## src/rtl/pipe_scoreboard_if.sv

```systemverilog
// Issue/hazard interface between the ID stage and pipe_scoreboard.
// master: ID-stage control (drives the issue slot and kill_ex, receives
//         stall/issue_fire/forward selects/busy vector).
// slave : the scoreboard itself.
interface pipe_scoreboard_if #(
    parameter int unsigned NUM_REGS = 32,
    parameter int unsigned MAX_LAT  = 8,
    parameter int unsigned LAT_W    = $clog2(MAX_LAT + 1),
    parameter int unsigned RA_W     = $clog2(NUM_REGS)
);
    logic                issue_valid;
    logic [RA_W-1:0]     issue_rd;
    logic                issue_regwrite;
    logic [LAT_W-1:0]    issue_lat;
    logic [RA_W-1:0]     issue_rs1;
    logic [RA_W-1:0]     issue_rs2;
    logic                issue_use_rs1;
    logic                issue_use_rs2;
    logic                kill_ex;
    logic                stall;
    logic                issue_fire;
    logic                fwd_rs1;
    logic                fwd_rs2;
    logic [NUM_REGS-1:0] busy_vec;

    modport master (
        output issue_valid, issue_rd, issue_regwrite, issue_lat,
               issue_rs1, issue_rs2, issue_use_rs1, issue_use_rs2, kill_ex,
        input  stall, issue_fire, fwd_rs1, fwd_rs2, busy_vec
    );

    modport slave (
        input  issue_valid, issue_rd, issue_regwrite, issue_lat,
               issue_rs1, issue_rs2, issue_use_rs1, issue_use_rs2, kill_ex,
        output stall, issue_fire, fwd_rs1, fwd_rs2, busy_vec
    );
endinterface

```

## src/rtl/pipe_scoreboard.sv

```systemverilog
// pipe_scoreboard: per-register latency countdown scoreboard deciding stall,
// forwarding and issue for the instruction in ID, with rollback of the
// reservation made by an instruction killed in EX.
//
// Ports:
//   clock        single clock domain
//   reset        synchronous, active-high
//   sb (slave)   issue slot in (valid, rd, regwrite, lat, rs1/rs2, use flags,
//                kill_ex); stall/issue_fire out (combinational), fwd_rs1/
//                fwd_rs2 and busy_vec out (registered)
//
// Build option: define PIPE_SCOREBOARD_FWD_EN to enable the bypass path
// (consumers may issue when the producer is two cycles out). Without it,
// consumers wait until the value is in the register file and fwd_* stay 0.
module pipe_scoreboard #(
    parameter int unsigned NUM_REGS = 32,
    parameter int unsigned MAX_LAT  = 8,
    parameter int unsigned LAT_W    = $clog2(MAX_LAT + 1),
    parameter int unsigned RA_W     = $clog2(NUM_REGS)
) (
    input  logic             clock,
    input  logic             reset,
    pipe_scoreboard_if.slave sb
);

    logic [LAT_W-1:0]    cnt_q [NUM_REGS];
    logic [LAT_W-1:0]    cnt_d [NUM_REGS];
    logic                li_valid_q;
    logic [RA_W-1:0]     li_rd_q;
    logic [LAT_W-1:0]    li_prev_q;
    logic                fwd_rs1_q;
    logic                fwd_rs2_q;
    logic [NUM_REGS-1:0] busy_q;
    logic [NUM_REGS-1:0] busy_d;

    logic [LAT_W-1:0]    lat_eff;
    logic [LAT_W-1:0]    c1;
    logic [LAT_W-1:0]    c2;
    logic                chk1;
    logic                chk2;
    logic                haz1;
    logic                haz2;
    logic                fwd1_c;
    logic                fwd2_c;
    logic                waw;
    logic                live;
    logic                stall_c;
    logic                fire_c;
    logic                reserve;

    // Hazard evaluation for the ID instruction.
    always_comb begin
        lat_eff = sb.issue_lat;
        if (sb.issue_lat == '0) begin
            lat_eff = LAT_W'(1);
        end else if (32'(sb.issue_lat) > MAX_LAT) begin
            lat_eff = LAT_W'(MAX_LAT);
        end

        c1   = cnt_q[sb.issue_rs1];
        c2   = cnt_q[sb.issue_rs2];
        chk1 = sb.issue_use_rs1 && (sb.issue_rs1 != '0);
        chk2 = sb.issue_use_rs2 && (sb.issue_rs2 != '0);
`ifdef PIPE_SCOREBOARD_FWD_EN
        haz1   = chk1 && (32'(c1) >= 32'd3);
        haz2   = chk2 && (32'(c2) >= 32'd3);
        fwd1_c = chk1 && (32'(c1) == 32'd2);
        fwd2_c = chk2 && (32'(c2) == 32'd2);
`else
        haz1   = chk1 && (32'(c1) >= 32'd2);
        haz2   = chk2 && (32'(c2) >= 32'd2);
        fwd1_c = 1'b0;
        fwd2_c = 1'b0;
`endif
        // An older, slower write must not land after this younger one.
        waw = sb.issue_regwrite && (sb.issue_rd != '0) &&
              (cnt_q[sb.issue_rd] > lat_eff);

        live    = sb.issue_valid && !sb.kill_ex;
        stall_c = live && (haz1 || haz2 || waw);
        fire_c  = live && !stall_c;
        reserve = fire_c && sb.issue_regwrite && (sb.issue_rd != '0);
    end

    // Counter update: age, then roll back a killed reservation, then reserve.
    always_comb begin
        for (int r = 0; r < NUM_REGS; r++) begin
            cnt_d[r] = (cnt_q[r] != '0) ? cnt_q[r] - LAT_W'(1) : '0;
        end
        if (sb.kill_ex && li_valid_q) begin
            // Killed instruction's previous value, aged over both cycles.
            cnt_d[li_rd_q] = (li_prev_q > LAT_W'(1)) ? li_prev_q - LAT_W'(2) : '0;
        end
        if (reserve) begin
            cnt_d[sb.issue_rd] = lat_eff;
        end
        cnt_d[0] = '0;
        for (int r = 0; r < NUM_REGS; r++) begin
            busy_d[r] = (cnt_d[r] != '0);
        end
    end

    // State and registered outputs.
    always_ff @(posedge clock) begin
        if (reset) begin
            for (int r = 0; r < NUM_REGS; r++) begin
                cnt_q[r] <= '0;
            end
            li_valid_q <= 1'b0;
            li_rd_q    <= '0;
            li_prev_q  <= '0;
            fwd_rs1_q  <= 1'b0;
            fwd_rs2_q  <= 1'b0;
            busy_q     <= '0;
        end else begin
            cnt_q      <= cnt_d;
            li_valid_q <= reserve;
            li_rd_q    <= sb.issue_rd;
            li_prev_q  <= cnt_q[sb.issue_rd];
            fwd_rs1_q  <= fire_c && fwd1_c;
            fwd_rs2_q  <= fire_c && fwd2_c;
            busy_q     <= busy_d;
        end
    end

    assign sb.stall      = stall_c;
    assign sb.issue_fire = fire_c;
    assign sb.fwd_rs1    = fwd_rs1_q;
    assign sb.fwd_rs2    = fwd_rs2_q;
    assign sb.busy_vec   = busy_q;

endmodule
```

## src/flat_wrapper.sv

```systemverilog
// flat-port wrapper written by rule: the top's interface ports become plain ports
module pipe_scoreboard_flat 
#(
    parameter int unsigned NUM_REGS = 32,
    parameter int unsigned MAX_LAT  = 8,
    parameter int unsigned LAT_W    = $clog2(MAX_LAT + 1),
    parameter int unsigned RA_W     = $clog2(NUM_REGS)
)
  (clock, reset, sb_issue_valid, sb_issue_rd, sb_issue_regwrite, sb_issue_lat, sb_issue_rs1, sb_issue_rs2, sb_issue_use_rs1, sb_issue_use_rs2, sb_kill_ex, sb_stall, sb_issue_fire, sb_fwd_rs1, sb_fwd_rs2, sb_busy_vec);
  pipe_scoreboard_if #(.NUM_REGS(NUM_REGS), .MAX_LAT(MAX_LAT), .LAT_W(LAT_W), .RA_W(RA_W)) sb_i ();
  input  logic clock;
  input  logic reset;
  input wire logic [$bits(sb_i.issue_valid)-1:0] sb_issue_valid;
  input wire logic [$bits(sb_i.issue_rd)-1:0] sb_issue_rd;
  input wire logic [$bits(sb_i.issue_regwrite)-1:0] sb_issue_regwrite;
  input wire logic [$bits(sb_i.issue_lat)-1:0] sb_issue_lat;
  input wire logic [$bits(sb_i.issue_rs1)-1:0] sb_issue_rs1;
  input wire logic [$bits(sb_i.issue_rs2)-1:0] sb_issue_rs2;
  input wire logic [$bits(sb_i.issue_use_rs1)-1:0] sb_issue_use_rs1;
  input wire logic [$bits(sb_i.issue_use_rs2)-1:0] sb_issue_use_rs2;
  input wire logic [$bits(sb_i.kill_ex)-1:0] sb_kill_ex;
  output wire logic [$bits(sb_i.stall)-1:0] sb_stall;
  output wire logic [$bits(sb_i.issue_fire)-1:0] sb_issue_fire;
  output wire logic [$bits(sb_i.fwd_rs1)-1:0] sb_fwd_rs1;
  output wire logic [$bits(sb_i.fwd_rs2)-1:0] sb_fwd_rs2;
  output wire logic [$bits(sb_i.busy_vec)-1:0] sb_busy_vec;
  assign sb_i.issue_valid = sb_issue_valid;
  assign sb_i.issue_rd = sb_issue_rd;
  assign sb_i.issue_regwrite = sb_issue_regwrite;
  assign sb_i.issue_lat = sb_issue_lat;
  assign sb_i.issue_rs1 = sb_issue_rs1;
  assign sb_i.issue_rs2 = sb_issue_rs2;
  assign sb_i.issue_use_rs1 = sb_issue_use_rs1;
  assign sb_i.issue_use_rs2 = sb_issue_use_rs2;
  assign sb_i.kill_ex = sb_kill_ex;
  assign sb_stall = sb_i.stall;
  assign sb_issue_fire = sb_i.issue_fire;
  assign sb_fwd_rs1 = sb_i.fwd_rs1;
  assign sb_fwd_rs2 = sb_i.fwd_rs2;
  assign sb_busy_vec = sb_i.busy_vec;
  pipe_scoreboard #(.NUM_REGS(NUM_REGS), .MAX_LAT(MAX_LAT), .LAT_W(LAT_W), .RA_W(RA_W)) u_core (.clock(clock), .reset(reset), .sb(sb_i));
endmodule
```

## config.mk

```make
export PLATFORM = sky130hd
export DESIGN_NAME = pipe_scoreboard_flat
export DESIGN_NICKNAME = d
export VERILOG_FILES = /design/src/rtl/pipe_scoreboard_if.sv /design/src/rtl/pipe_scoreboard.sv /design/src/flat_wrapper.sv
export SDC_FILE = /design/constraint.sdc
export NUM_CORES = 1
export LEC_CHECK = 0
export CAP_MARGIN = 20
export CORE_ASPECT_RATIO = 0.5
export CORE_MARGIN = 2
export CORE_UTILIZATION = 30
export CTS_CLUSTER_DIAMETER = 150
export CTS_CLUSTER_SIZE = 12
export DETAILED_ROUTE_END_ITERATION = 7
export SYNTH_ARGS = -nofsm -noshare
export SYNTH_HDL_FRONTEND = slang
export SYNTH_SLANG_ARGS = --single-unit
```

## constraint.sdc

```tcl
create_clock -name clock -period 11.8 [get_ports clock]
set_clock_uncertainty 0.05 [all_clocks]
set_input_delay 2.36 -clock clock [delete_from_list [all_inputs] [get_ports clock]]
set_output_delay 2.36 -clock clock [all_outputs]
set_load 0.05 [all_outputs]
```

Word-level counts from Yosys, hierarchy flattened
Index checks and enable logic that the tools add are counted.

storage, ports and cells
  register bits = 166
  output and inout port bits = 36

operators by class
  add/sub/neg operators = 33
  order comparisons = 11
  muxes and demuxes = 52
  bitwise gates (word level) = 4
  reduce and logical (&&, ||, !) cells = 85

operators by type and width
  kind                                                         count
  bitwise mux 128 bit                                          2
  nonzero test 4 bit                                           62
  two-way mux 4 bit                                            43
  two-way mux 128 bit                                          1
  two-way mux 124 bit                                          1
  subtractor 4 x 1 -> 4 bit (second input constant)            31
  binary-select mux 4 bit (select 5 bit)                       3
  demux 4 bit (select 5 bit)                                   2
  >= comparator 6 bit (second input constant)                  4
  inverter 5 -> 6 bit                                          4
  nonzero test 5 bit                                           3
  logical AND 1 bit                                            14
  less-than comparator 6 x 1 -> 1 bit (second input constant)  2
  >= comparator 4 x 2 -> 1 bit (second input constant)         2
  > comparator 4 x 1 -> 1 bit (second input constant)          1
  > comparator 4 bit                                           1
  > comparator 4 bit (second input constant)                   1
  zero test 4 bit                                              1
  nonzero test 4 bit (first input constant)                    1
  subtractor 4 x 2 -> 4 bit (second input constant)            1
  zero test 1 bit                                              2
  logical OR 1 bit                                             2
  subtractor 1 x 1 -> 2 bit (both inputs constant)             1

Depth between registers and ports, before layout
Gate-level depths: netlist of the first run.

  depth after elaboration = 15
  depth in mapped cells = 16
  depth with buffers taken out = 13

Least setup slack after synthesis of the first run
No wires, ideal clock.

  path kind = input to output
  start = input sb_issue_rd[0]
  end = output sb_issue_fire
  arrival time = 6.202 ns
  data required time = 9.390 ns
  setup slack = 3.188 ns
  cell stages on the path = 14
  buffers on the path = 4
  cells stage by stage = buf_2 -> buf_2 -> clkbuf_1 -> mux4_2 -> a22oi_1 -> nand3_1 -> ha_1 -> o21a_1 -> o21ai_0 -> a21oi_1 -> a211oi_4 -> buf_12 -> nand2_1 -> nor2_1

between the ends
  word-level cells in the longest chain between the ends = 10
  elaborated cells on any way between the ends = 12
  those cells by class = order compare: 1; mux: 3; bitwise: 1; reduce/logical: 7

RTL lines
  what                                                   RTL line               source
  from (decl)                                            flat_wrapper.sv:14     input wire logic [$bits(sb_i.issue_rd)-1:0] sb_issue_rd;
  inverter 5 -> 6 bit (implied by the code)              pipe_scoreboard.sv:77  (cnt_q[sb.issue_rd] > lat_eff);
  binary-select mux 4 bit (select 5 bit)                 pipe_scoreboard.sv:77
  two-way mux 4 bit (implied by the code) (2 in series)  pipe_scoreboard.sv:77
  > comparator 4 bit                                     pipe_scoreboard.sv:77
  logical AND 1 bit *                                    pipe_scoreboard.sv:76  waw = sb.issue_regwrite && (sb.issue_rd != '0) &&
  logical OR 1 bit *                                     pipe_scoreboard.sv:80  stall_c = live && (haz1 || haz2 || waw);
  logical AND 1 bit *                                    pipe_scoreboard.sv:80
  zero test 1 bit *                                      pipe_scoreboard.sv:81  fire_c = live && !stall_c;
  logical AND 1 bit *                                    pipe_scoreboard.sv:81
  to (decl)                                              flat_wrapper.sv:23     output wire logic [$bits(sb_i.issue_fire)-1:0] sb_issue_fire;

Every way passes the cells marked *; elsewhere a longest branch is shown, timed or not. The select of a mux whose other input is x is not followed.

Worst setup path in the final report of the first run
  start = input sb_issue_rd[1]
  end = output sb_issue_fire

The elaborated chain is that of the path after synthesis.

==> impl_summary.log, run 1 <==
INFO  metric cts-resized-gates = 0
INFO  metric period_needed = 9.32 ns
INFO  metric synth_cell_type_count = 78
INFO  metric grt_util_all_layers = 0.198
INFO  metric largest_stage_delay_on_the_critical_path = 0.81 ns
INFO  metric run_status = complete, no violations
INFO  metric number_of_drc_violations_after_detailed_routing = 0
INFO  metric final_hold_viol_count = 0
INFO  metric clk_transition_reported_paths = 0.06 ns
INFO  metric ys_dominant_reg_cell = dfxtp_1
INFO  metric gr-usage-met2 = 0.303
INFO  metric worst_setup_path_start_kind = input port
INFO  metric cp_slowest_cell = clkdlybuf4s50_1
INFO  metric synthArstFlopShare = 0
INFO  metric tns = 0 ns
INFO  metric detail_route.wl_per_cell = 22.1 um
INFO  metric cts_buffers = 17
INFO  metric initial_utilization = 0.307
INFO  metric post-route-period-util = 0.790
INFO  metric h_tree_depth_reported_by_cts = 4
INFO  metric cts_num_sinks = 165
INFO  metric synth.most_common_cell = nor2_1
INFO  metric worst-endpoint-arrival = 6.91 ns
INFO  metric antenna_found_initial = 1
INFO  metric finalNetCount = 1,393
INFO  metric setup.worst_path.class = input port to output port
INFO  metric transition_time_of_the_tightest_slew_check_pin = 1.17 ns
INFO  metric cellLeakagePower = 4.99 nW
INFO  metric sequential_share_of_the_synthesized_area = 0.274
INFO  metric multi_input_area = 0.00824 mm^2
INFO  metric finalMaxSlewViolations = 0
INFO  metric critical_path_peak_fanout = 38
INFO  metric cts_max_path_buffers = 2
INFO  metric die_x = 287 um
INFO  metric io-pin-count = 62
INFO  metric post_drt_via_cell_ratio = 5.75
INFO  metric ys_warn_count = 0
INFO  metric drive_above_1_share = 0.215
INFO  metric cp-end-kind = output port
INFO  metric synth_enable_flop_cells = 0
INFO  metric final_cells = 1,906
INFO  metric cp.required = 9.39 ns
INFO  metric ant_nets = 0
INFO  metric totalWireLength = 42,100 um
INFO  metric grt_max_degree = 104
INFO  metric die_area = 0.0418 mm^2
INFO  metric clock_tree.root_cell = clkbuf_16
INFO  metric timing.max_cap.violations = 0
INFO  metric slew_headroom = 0.219
INFO  metric core.rowCount = 51
INFO  metric grt_overflow = 0
INFO  metric source_to_sink_clock_delay_at_the_later_pin_of_the_worst_skew_pair = 0.46 ns
INFO  metric global_route.usage.met3 = 0.0418
INFO  metric synth_area_per_cell = 8.85 um^2
INFO  metric fmaxAchievable = 0.107 GHz
INFO  metric pre_repair_dr_iteration_count = 6
INFO  metric post-place-cells = 1,873
INFO  metric timing.critical_path.cells = buf_2 > mux2_2 > a22oi_1 > o21ai_0 > a211oi_1 > nand3_1 > ha_1 > o21a_1 > o21ai_0 > a21oi_1 > a211oi_4 > nand2_1 > nor2_1 > clkdlybuf4s50_1
INFO  metric gpl.final_weighted_congestion = 0.955
INFO  metric first_global_vias = 9,845
INFO  metric cts_setup_buffers = 0
INFO  metric rsz0062_at_grt = no
INFO  metric cts-hold-fix-buffers = 0
INFO  metric detailed_place_hpwl = 28,800 um
INFO  metric grt.met1_usage = 0.274
INFO  metric worst_vdd_rail_ir_drop = 0.0897 mV
INFO  metric grt_pass1_wl = 63,100 um
INFO  metric globalRoute.busiestLayer = met2
INFO  metric route.vias.total = 11.0k
INFO  metric timing.critical_path.mode_cell = o21ai_0
INFO  metric yosys-top-cells-count = nor2_1, dfxtp_1, a21oi_1
INFO  metric fillCellCount = 4,006
INFO  metric placement.io_buffers = 58
INFO  metric chipHeight = 146 um
INFO  metric area_of_the_mapped_netlist = 0.0120 mm^2
INFO  metric dr.first_iter.drc_count = 1,175
INFO  metric total_power = 0.00128 W
INFO  metric post-synth-top-area-fraction = 0.274
INFO  metric postLayoutCellArea = 0.0135 mm^2
INFO  metric power.density = 94.8 mW/mm^2
INFO  metric ys_seq_elements = 165
INFO  metric min_path_type = flip-flop to flip-flop
INFO  metric synth_top_area_cell = dfxtp_1
INFO  metric final-setup-viol-count = 0
INFO  metric clock_tree_from_tritoncts = done
INFO  metric placedInstanceArea = 0.0129 mm^2
INFO  metric synthToLayoutAreaGrowth = 12.5%
INFO  metric synthTopCellsByArea = dfxtp_1, mux2_4, mux4_2, nor2_1, a21oi_1
INFO  metric seqCellArea = 0.00330 mm^2
INFO  metric postSynthCellCount = 1,361
INFO  metric placeableCoreArea = 0.0392 mm^2
-- state kept, by name, summed over array words and instances (netlist names) --
name / flops
u_core.cnt_q: 124
u_core.li_rd_q: 5
u_core.sb.busy_vec: 31
u_core.li_prev_q: 4
u_core.li_valid_q: 1
-- cell type report --
cell class                      instances  share of cell area
Antenna cell                            1            0.000185
Clock buffer                           19              0.0334
Clock inverter                         13              0.0127
Inverter                               11             0.00314
Multi-Input combinational cell       1095               0.608
Sequential cell                       165               0.244
Tap cell                              530              0.0489
Timing Repair Buffer                   72              0.0500
-- metrics by stage --
step	worst slack (ns)	hold WS (ns)	utilization
after floorplan	3.19	0.578	-
final	2.48	0.641	0.345
after global placement	2.60	0.625	0.329
after detailed placement	2.52	0.626	0.329
after CTS	2.51	0.635	0.345
after global routing	2.25	0.680	0.345
-- power by group --
| group | internal (W) | switching (W) | total, W |
|---|---|---|---|
| registers | 0.000559 | 0.00000422 | 0.000563 |
| logic | 0.0000324 | 0.0000813 | 0.000114 |
| clock network | 0.000347 | 0.000260 | 0.000608 |
| total | 0.000938 | 0.000346 | 0.00128 |
-- per-layer routing --
layer | vias to the layer above | share of wire
met5 | - | 0
met4 | 0 | 0.032
met3 | 80 | 0.082
met2 | 495 | 0.44
met1 | 5305 | 0.44
li1 | 5078 | -
-- critical path: cells and delay by family --
family          cells  cell delay (ns)
compound gates      7             1.87
fa+ha+maj           1             0.34
buf+inv             2             1.47
mux                 1             0.42
simple gates        3             0.44
-- worst paths after layout --
kind,start,end,slack (ns),depth (start not counted)
max,sb_issue_rd[1],sb_issue_fire,2.48,14
min,u_core.cnt_q[123]$_SDFF_PP0_,u_core.cnt_q[123]$_SDFF_PP0_,0.64,3
max reg2reg,u_core.cnt_q[97]$_SDFF_PP0_,u_core.cnt_q[116]$_SDFF_PP0_,7.09,14
min reg2reg,u_core.cnt_q[123]$_SDFF_PP0_,u_core.cnt_q[123]$_SDFF_PP0_,0.64,3
-- cells in the final DEF, fill, tap and decap left out, types with 6 or more instances in the layout --
master	n
nand2_1	82
nand2b_1	11
nand3_4	28
mux2_4	109
a21oi_1	125
mux4_2	35
nor2b_1	17
nor3_1	105
clkdlybuf4s50_1	55
dfxtp_1	165
nor3b_1	15
mux2i_1	14
o21a_1	8
nor2_1	196
buf_4	14
and4_1	6
o31ai_1	14
or2_2	15
nor4_1	6
clkbuf_16	17
mux2_2	23
or4b_2	7
nand3_1	8
o21ai_0	90
inv_1	9
or3_1	11
o311ai_0	8
a211oi_1	64
a22oi_1	8
-- kinds of logic (layout without fill, tap and decap cells) --
group                      Yosys count  in the layout  synth area share
AOI/OAI and AO/OA                  355            355             0.181
and+or+nand+nor                    548            548             0.252
muxes                              183            183             0.239
DFF                                165            165             0.274
adders and majority gates            5              5           0.00520
buffers and inverters              103            115            0.0472
other                                1              4          0.000311
xor gates and xnor gates             1              1          0.000728
No activity file was read; power rests on OpenSTA's default activity.
==> inputs of run 2 (changes only) <==
clock period = 8.25 ns   (was 11.8 ns; I/O delays follow)
==> run 2 against run 1 <==
  * Global-route usage barely moved
  * Critical path depth decreased by 1
  * Power is 38% higher
  * Core utilization down 0.18 points
  * Count of clock-buffer cells in the layout increased by 5
  * Routed wire length fell by 0.58%
  * Design area is 0.52% lower
  * Via count is 0.36% higher
  * Non-clock buffer count shrank 2
  * Final cell count is 0.31% lower
  * Die area did not move
  * Sequential share of layout area grew 0.13 points
  * Critical endpoint is now sb_stall
==> impl_summary.log, run 2 (synthesis gave the netlist of run 1 again) <==
INFO  metric die_area = 0.0418 mm^2 (unchanged)
INFO  metric worst_setup_path_start_kind = input port
INFO  metric timing.critical_path.cells = buf_2 > buf_4 > mux4_2 > nor2b_1 > a21oi_1 > nand2_1 > nor3_1 > ha_1 > a41o_1 > a21oi_1 > a211oi_4 > a21oi_1 > clkdlybuf4s50_1
INFO  metric worst_min_delay_path_startpoint = u_core.cnt_q[123]$_SDFF_PP0_
INFO  metric gpl.final_weighted_congestion = 0.951 (-0.38%)
INFO  metric power_frac_comb = 0.091 (+0.002)
INFO  metric pre_repair_dr_iteration_count = 6 (unchanged)
INFO  metric max_flop_register = u_core.cnt_q
INFO  metric cts_max_path_buffers = 2 (unchanged)
INFO  metric detail_route.wl_per_cell = 22.0 um (-0.27%)
INFO  metric postLayoutCellArea = 0.0135 mm^2 (-0.52%)
INFO  metric dr.first_iter.drc_count = 1,112 (-5.4%)
INFO  metric grt_overflow = 0 (unchanged)
INFO  metric tns = 0 ns (unchanged)
INFO  metric post_drt_via_cell_ratio = 5.79 (+0.67%)
INFO  metric largest_register_ff_count = 124 (unchanged)
INFO  metric placeableCoreArea = 0.0392 mm^2 (unchanged)
INFO  metric grt_max_degree = 115 (+11%)
INFO  metric clock_tree.root_cell = clkbuf_16
INFO  metric mostFrequentLayoutCells = nor2_1, dfxtp_1, a21oi_1, mux2_4, nor3_1
INFO  metric number_of_drc_violations_after_detailed_routing = 0 (unchanged)
INFO  metric cts_setup_buffers = 0 (unchanged)
INFO  metric period_needed = 7.27 ns
INFO  metric r2r_start = u_core.cnt_q[21]$_SDFF_PP0_
INFO  metric slew_headroom = 0.222 (+0.00281)
INFO  metric post-route-period-util = 0.881
INFO  metric fmaxAchievable = 0.138 GHz
INFO  metric min_path_type = flip-flop to flip-flop
INFO  metric clock_tree_from_tritoncts = done
INFO  metric grt_util_all_layers = 0.198 (about the same)
INFO  metric critical_path_peak_fanout = 24 (-37%)
INFO  metric worst_vdd_rail_ir_drop = 0.135 mV (+51%)
INFO  metric worst_hold_path.endpoint = u_core.cnt_q[123]$_SDFF_PP0_
INFO  metric cp_slowest_cell = clkdlybuf4s50_1
INFO  metric largest_stage_delay_on_the_critical_path = 0.82 ns (about the same)
INFO  metric rr_worst_depth = 13 (-1)
INFO  metric transition_time_of_the_tightest_slew_check_pin = 1.17 ns (-0.00295 ns)
INFO  metric final_hold_viol_count = 0 (unchanged)
INFO  metric cts_num_sinks = 165 (unchanged)
INFO  metric h_tree_depth_reported_by_cts = 4 (unchanged)
INFO  metric synthToLayoutAreaGrowth = 12.0%
INFO  metric intPower = 0.00132 W (+40%)
INFO  metric detailed_place_hpwl = 28,700 um (-0.40%)
INFO  metric power.clock.fraction = 0.453 (-0.020)
INFO  metric grt_pass1_wl = 63,200 um (+0.16%)
INFO  metric worst-endpoint-arrival = 5.57 ns (-1.34 ns)
INFO  metric cts-hold-fix-buffers = 0 (unchanged)
INFO  metric power.switching = 0.000454 W (+31%)
INFO  metric final-setup-viol-count = 0 (unchanged)
INFO  metric run_status = complete, no violations
INFO  metric worst_r2r_endpoint = u_core.cnt_q[121]$_SDFF_PP0_
INFO  metric rsz0062_at_grt = no
INFO  metric layout.cells.most_common = nor2_1
INFO  metric cts_buffers = 17 (unchanged)
INFO  metric drive_above_1_share = 0.210 (-0.00490)
INFO  metric cts-resized-gates = 0 (unchanged)
INFO  metric sw_frac_of_total = 0.256 (-0.0131)
INFO  metric die_x = 287 um (unchanged)
INFO  metric clk_transition_reported_paths = 0.06 ns (about the same)
INFO  metric chipHeight = 146 um (unchanged)
INFO  metric hold_depth = 3 (unchanged)
INFO  metric cellLeakagePower = 4.95 nW (-0.65%)
INFO  metric placement.io_buffers = 58 (unchanged)
INFO  metric route.vias.total = 11.0k (+0.36%)
INFO  metric cp-end-kind = output port
INFO  metric timing.critical_path.mode_cell = a21oi_1
INFO  metric power_frac_seq = 0.456 (+0.018)
INFO  metric cp.required = 6.55 ns (-2.84 ns)
INFO  metric r2r_setup_slack = 3.99 ns (-3.10 ns)
INFO  metric setup.worst_path.class = input port to output port
INFO  metric finalNetCount = 1,391 (-0.14%)
INFO  metric antenna_found_initial = 0 (-1)
INFO  metric placedInstanceArea = 0.0129 mm^2 (about the same)
INFO  metric power.density = 131 mW/mm^2 (+39%)
INFO  metric ant_nets = 0 (unchanged)
INFO  metric first_global_vias = 9,847 (+0.020%)
INFO  metric source_to_sink_clock_delay_at_the_later_pin_of_the_worst_skew_pair = 0.45 ns (about the same)
INFO  metric io-pin-count = 62 (unchanged)
INFO  metric core.rowCount = 51 (unchanged)
INFO  metric finalMaxSlewViolations = 0 (unchanged)
INFO  metric timing.max_cap.violations = 0 (unchanged)
INFO  metric totalWireLength = 41,900 um (-0.58%)
INFO  metric initial_utilization = 0.307 (unchanged)
==> run 2: changes by cell type in the layout (fill, tap and decap cells not counted), moves of 2 or more <==
cell	previous run	this run
inv_6	3	0
clkinv_4	4	0
clkbuf_8	2	4
clkbuf_1	0	3
==> run 2: cell type report <==
cell class                      instances  area, um^2
Inverter                               11        42.5
Sequential cell                       165        3300
Timing Repair Buffer                   70         659
Clock buffer                           24         492
Antenna cell                            1        2.50
Tap cell                              530         663
Clock inverter                          4        72.6
Fill cell                            4024       25800
Multi-Input combinational cell       1095        8240
==> run 2: power by group through the flow <==
stage | clock network (W) | registers [W] | logic (W)
after detailed placement | 0 | 0.000824 | 0.000159
after global placement | 0 | 0.000824 | 0.000159
after global routing | 0.000842 | 0.000806 | 0.000169
final | 0.000803 | 0.000806 | 0.000161
after CTS | 0.000811 | 0.000806 | 0.000159
after floorplan | 0 | 0.000822 | 0.000117
==> run 2: per-layer routing <==
metal	wire length, um	track usage
met5	0	0
met4	1540	0.0763
met3	3490	0.0433
met2	18500	0.302
met1	18400	0.272
==> run 2: worst max-delay path, delay by kind of cell <==
family	cells	cell delay, ns
muxes	1	0.54
AOI/OAI and AO/OA	5	0.83
and+or+nand+nor	3	0.52
buffers and inverters	3	1.73
adders and majority gates	1	0.29
==> run 2: worst max path at each step <==
stage	endpoint	cells after the start	startpoint
final	sb_stall	13	sb_issue_rd[0]
after global routing	sb_stall	15	sb_issue_rd[0]
after CTS	sb_stall	13	sb_issue_rd[0]
after detailed placement	sb_stall	12	sb_issue_rd[0]
after global placement	sb_stall	13	sb_issue_rd[0]
after floorplan	sb_issue_fire	14	sb_issue_rd[0]
==> run 2: stage by stage <==
stage / hold WS, ns / util / power, W / worst slack (ns) / cells
6_report: 0.631 / 0.343 / 0.00177 / 0.983 / 1900
5_1_grt: 0.700 / 0.343 / 0.00182 / 0.713 / 1899
4_1_cts: 0.630 / 0.343 / 0.00178 / 0.960 / 1899
3_5_place_dp: 0.620 / 0.329 / 0.000983 / 0.988 / 1871
3_3_place_gp: 0.628 / 0.329 / 0.000982 / 1.01 / 1871
2_1_floorplan: 0.578 / - / 0.000940 / 1.06 / 1363
==> inputs of run 3 (changes only) <==
--- a/config.mk
+++ b/config.mk
@@ -14,2 +14,3 @@
 export DETAILED_ROUTE_END_ITERATION = 7
+export GPL_ROUTABILITY_DRIVEN = 1
 export SYNTH_ARGS = -nofsm -noshare
==> constraint.sdc (replaced) <==
create_clock -name clock -period 7.8 [get_ports clock]
set_clock_uncertainty 0.05 [all_clocks]
set_input_delay 1.17 -clock clock [delete_from_list [all_inputs] [get_ports clock]]
set_output_delay 1.17 -clock clock [all_outputs]
set_load 0.05 [all_outputs]
==> run 3 against run 2 <==
  * Power rose by 7.8%
  * Critical path depth rose by 1
  * Highest routed layer unchanged
  * Sequential power rose by 5.7%
  * Largest power group is now clock
  * Die area did not move
  * Core utilization rose by 0.17 points
  * Count of clock-buffer cells in the layout fell by 7
  * Largest cell class unchanged
  * Design area rose by 0.49%
  * Non-clock buffer count rose by 3
  * Routed wire length fell by 0.60%
  * Worst setup slack improved by 0.40 ns
  * Via count rose by 0.36%
  * Global-route usage fell by 0.20 points
==> impl_summary.log, run 3 (synthesis gave the netlist of run 1 again) <==
INFO  metric period_needed = 6.41 ns
INFO  metric cellLeakagePower = 4.98 nW (+0.46%)
INFO  metric dr.first_iter.drc_count = 1,173 (+5.5%)
INFO  metric pre_repair_dr_iteration_count = 6 (unchanged)
INFO  metric drive_above_1_share = 0.215 (+0.00547)
INFO  metric critical_path_peak_fanout = 38 (+58%)
INFO  metric worst-endpoint-arrival = 5.19 ns (-0.38 ns)
INFO  metric fillCellCount = 4,017 (-0.17%)
INFO  metric first_global_vias = 9,847 (unchanged)
INFO  metric cts-hold-fix-buffers = 0 (unchanged)
INFO  metric number_of_drc_violations_after_detailed_routing = 0 (unchanged)
INFO  metric mostFrequentLayoutCells = nor2_1, dfxtp_1, a21oi_1, mux2_4, nor3_1
INFO  metric layout.cells.most_common = nor2_1
INFO  metric detail_route.wl_per_cell = 21.8 um (-0.91%)
INFO  metric cts-resized-gates = 0 (unchanged)
INFO  metric power.density = 141 mW/mm^2 (+7.3%)
INFO  metric h_tree_depth_reported_by_cts = 4 (unchanged)
INFO  metric max_flop_register = u_core.cnt_q
INFO  metric worst_setup_path_start_kind = input port
INFO  metric rsz0062_at_grt = no
INFO  metric post_drt_via_cell_ratio = 5.79 (about the same)
INFO  metric final_hold_viol_count = 0 (unchanged)
INFO  metric placeableCoreArea = 0.0392 mm^2 (unchanged)
INFO  metric cp-end-kind = output port
INFO  metric initial_utilization = 0.307 (unchanged)
INFO  metric cts_buffers = 17 (unchanged)
INFO  metric power.switching = 0.000532 W (+17%)
INFO  metric final_cells = 1,906 (+0.32%)
INFO  metric finalMaxSlewViolations = 0 (unchanged)
INFO  metric transition_time_of_the_tightest_slew_check_pin = 1.09 ns (-0.0749 ns)
INFO  metric source_to_sink_clock_delay_at_the_later_pin_of_the_worst_skew_pair = 0.46 ns (about the same)
INFO  metric cts_max_path_buffers = 2 (unchanged)
INFO  metric power_frac_seq = 0.447 (-0.009)
INFO  metric antenna_found_initial = 0 (unchanged)
INFO  metric post-place-cells = 1,873 (+0.11%)
INFO  metric intPower = 0.00138 W (+4.5%)
INFO  metric io-pin-count = 62 (unchanged)
INFO  metric total_power = 0.00191 W (+7.8%)
INFO  metric min_path_type = flip-flop to flip-flop
INFO  metric placement.io_buffers = 58 (unchanged)
INFO  metric timing.max_cap.violations = 0 (unchanged)
INFO  metric synthToLayoutAreaGrowth = 12.5%
INFO  metric clock_tree_from_tritoncts = done
INFO  metric core.rowCount = 51 (unchanged)
INFO  metric num_antenna_cells = 0 (-1)
INFO  metric cp.required = 6.58 ns (+0.03 ns)
INFO  metric die_x = 287 um (unchanged)
INFO  metric grt_overflow = 0 (unchanged)
INFO  metric hold_depth = 4 (+1)
INFO  metric rr_worst_depth = 14 (+1)
INFO  metric route.vias.total = 11.0k (+0.36%)
INFO  metric run_status = complete, no violations
INFO  metric totalWireLength = 41,600 um (-0.60%)
INFO  metric cts_num_sinks = 165 (unchanged)
INFO  metric chipHeight = 146 um (unchanged)
INFO  metric ant_nets = 0 (unchanged)
INFO  metric grt_max_degree = 106 (-7.8%)
INFO  metric slew_headroom = 0.271 (+0.0491)
INFO  metric setup.worst_path.class = input port to output port
INFO  metric post-route-period-util = 0.822
INFO  metric gpl.final_weighted_congestion = 0.955 (+0.45%)
INFO  metric grt_pass1_wl = 62,900 um (-0.39%)
INFO  metric sw_frac_of_total = 0.279 (+0.0227)
INFO  metric detailed_place_hpwl = 28,600 um (-0.19%)
INFO  metric cts_setup_buffers = 0 (unchanged)
INFO  metric clk_transition_reported_paths = 0.07 ns (about the same)
INFO  metric finalNetCount = 1,394 (+0.22%)
INFO  metric clock_tree.root_cell = clkbuf_16
INFO  metric grt_util_all_layers = 0.196 (-0.00198)
INFO  metric die_area = 0.0418 mm^2 (unchanged)
INFO  metric largest_register_ff_count = 124 (unchanged)
INFO  metric power.clock.fraction = 0.463 (+0.010)
INFO  metric fmaxAchievable = 0.156 GHz
INFO  metric power_frac_comb = 0.091 (about the same)
INFO  metric final-setup-viol-count = 0 (unchanged)
INFO  metric worst_vdd_rail_ir_drop = 0.150 mV (+11%)
INFO  metric tns = 0 ns (unchanged)
[run 3: area by class of cell]
type / instances / area (um^2) / share of cell area
Multi-Input combinational cell: 1095 / 8230 / 0.607
Sequential cell: 165 / 3300 / 0.244
Timing Repair Buffer: 73 / 717 / 0.0529
Tap cell: 530 / 663 / 0.0490
Clock buffer: 17 / 425 / 0.0314
Clock inverter: 15 / 166 / 0.0123
Inverter: 11 / 42.5 / 0.00314
[run 3: worst paths after layout]
kind | from | endpoint | slack, ns
worst min register to register | u_core.cnt_q[51]$_SDFF_PP0_ | u_core.cnt_q[51]$_SDFF_PP0_ | 0.64
worst max register to register | u_core.cnt_q[97]$_SDFF_PP0_ | u_core.cnt_q[118]$_SDFF_PP0_ | 3.46
worst min-delay path | u_core.cnt_q[51]$_SDFF_PP0_ | u_core.cnt_q[51]$_SDFF_PP0_ | 0.64
worst max-delay path | sb_issue_rd[1] | sb_issue_fire | 1.39
[run 3: power by group through the flow]
stage | clock, W | combinational, W | sequential, W
final | 0.000882 | 0.000173 | 0.000852
after global routing | 0.000928 | 0.000182 | 0.000851
after CTS | 0.000893 | 0.000171 | 0.000851
after detailed placement | 0 | 0.000171 | 0.000871
after global placement | 0 | 0.000169 | 0.000871
after floorplan | 0 | 0.000124 | 0.000869
[run 3: metrics by stage]
| step | setup WS [ns] | instance area (um^2) | utilization | hold slack, ns |
|---|---|---|---|---|
| detailed placement | 1.12 | 12900 | 0.330 | 0.630 |
| CTS | 1.11 | 13500 | 0.345 | 0.640 |
| global placement | 1.15 | 12900 | 0.329 | 0.619 |
| global route | 1.06 | 13500 | 0.345 | 0.678 |
| finish | 1.39 | 13500 | 0.345 | 0.645 |
| floorplan | 1.57 | 12000 | - | 0.578 |
[run 3: worst max-delay path, stage by stage]
cell             delay (ns)
buf_2                  0.66
mux2_2                 0.41
a22oi_1                0.27
o21ai_0                0.12
a211oi_1               0.30
nand3_1                0.14
ha_1                   0.34
o21a_1                 0.11
o21ai_0                0.14
a21oi_1                0.15
a211oi_4               0.33
nand2_1                0.12
nor2_1                 0.12
clkdlybuf4s50_1        0.80
[run 3: per-layer routing]
layer | global-route usage | up-vias | wire length (um) | part of all wire
li1 | - | 5072 | - | -
met3 | 0.0318 | 85 | 3270 | 0.079
met1 | 0.279 | 5383 | 18700 | 0.45
met2 | 0.295 | 497 | 18300 | 0.44
met4 | 0.0760 | 0 | 1370 | 0.033
met5 | 0 | - | 0 | 0
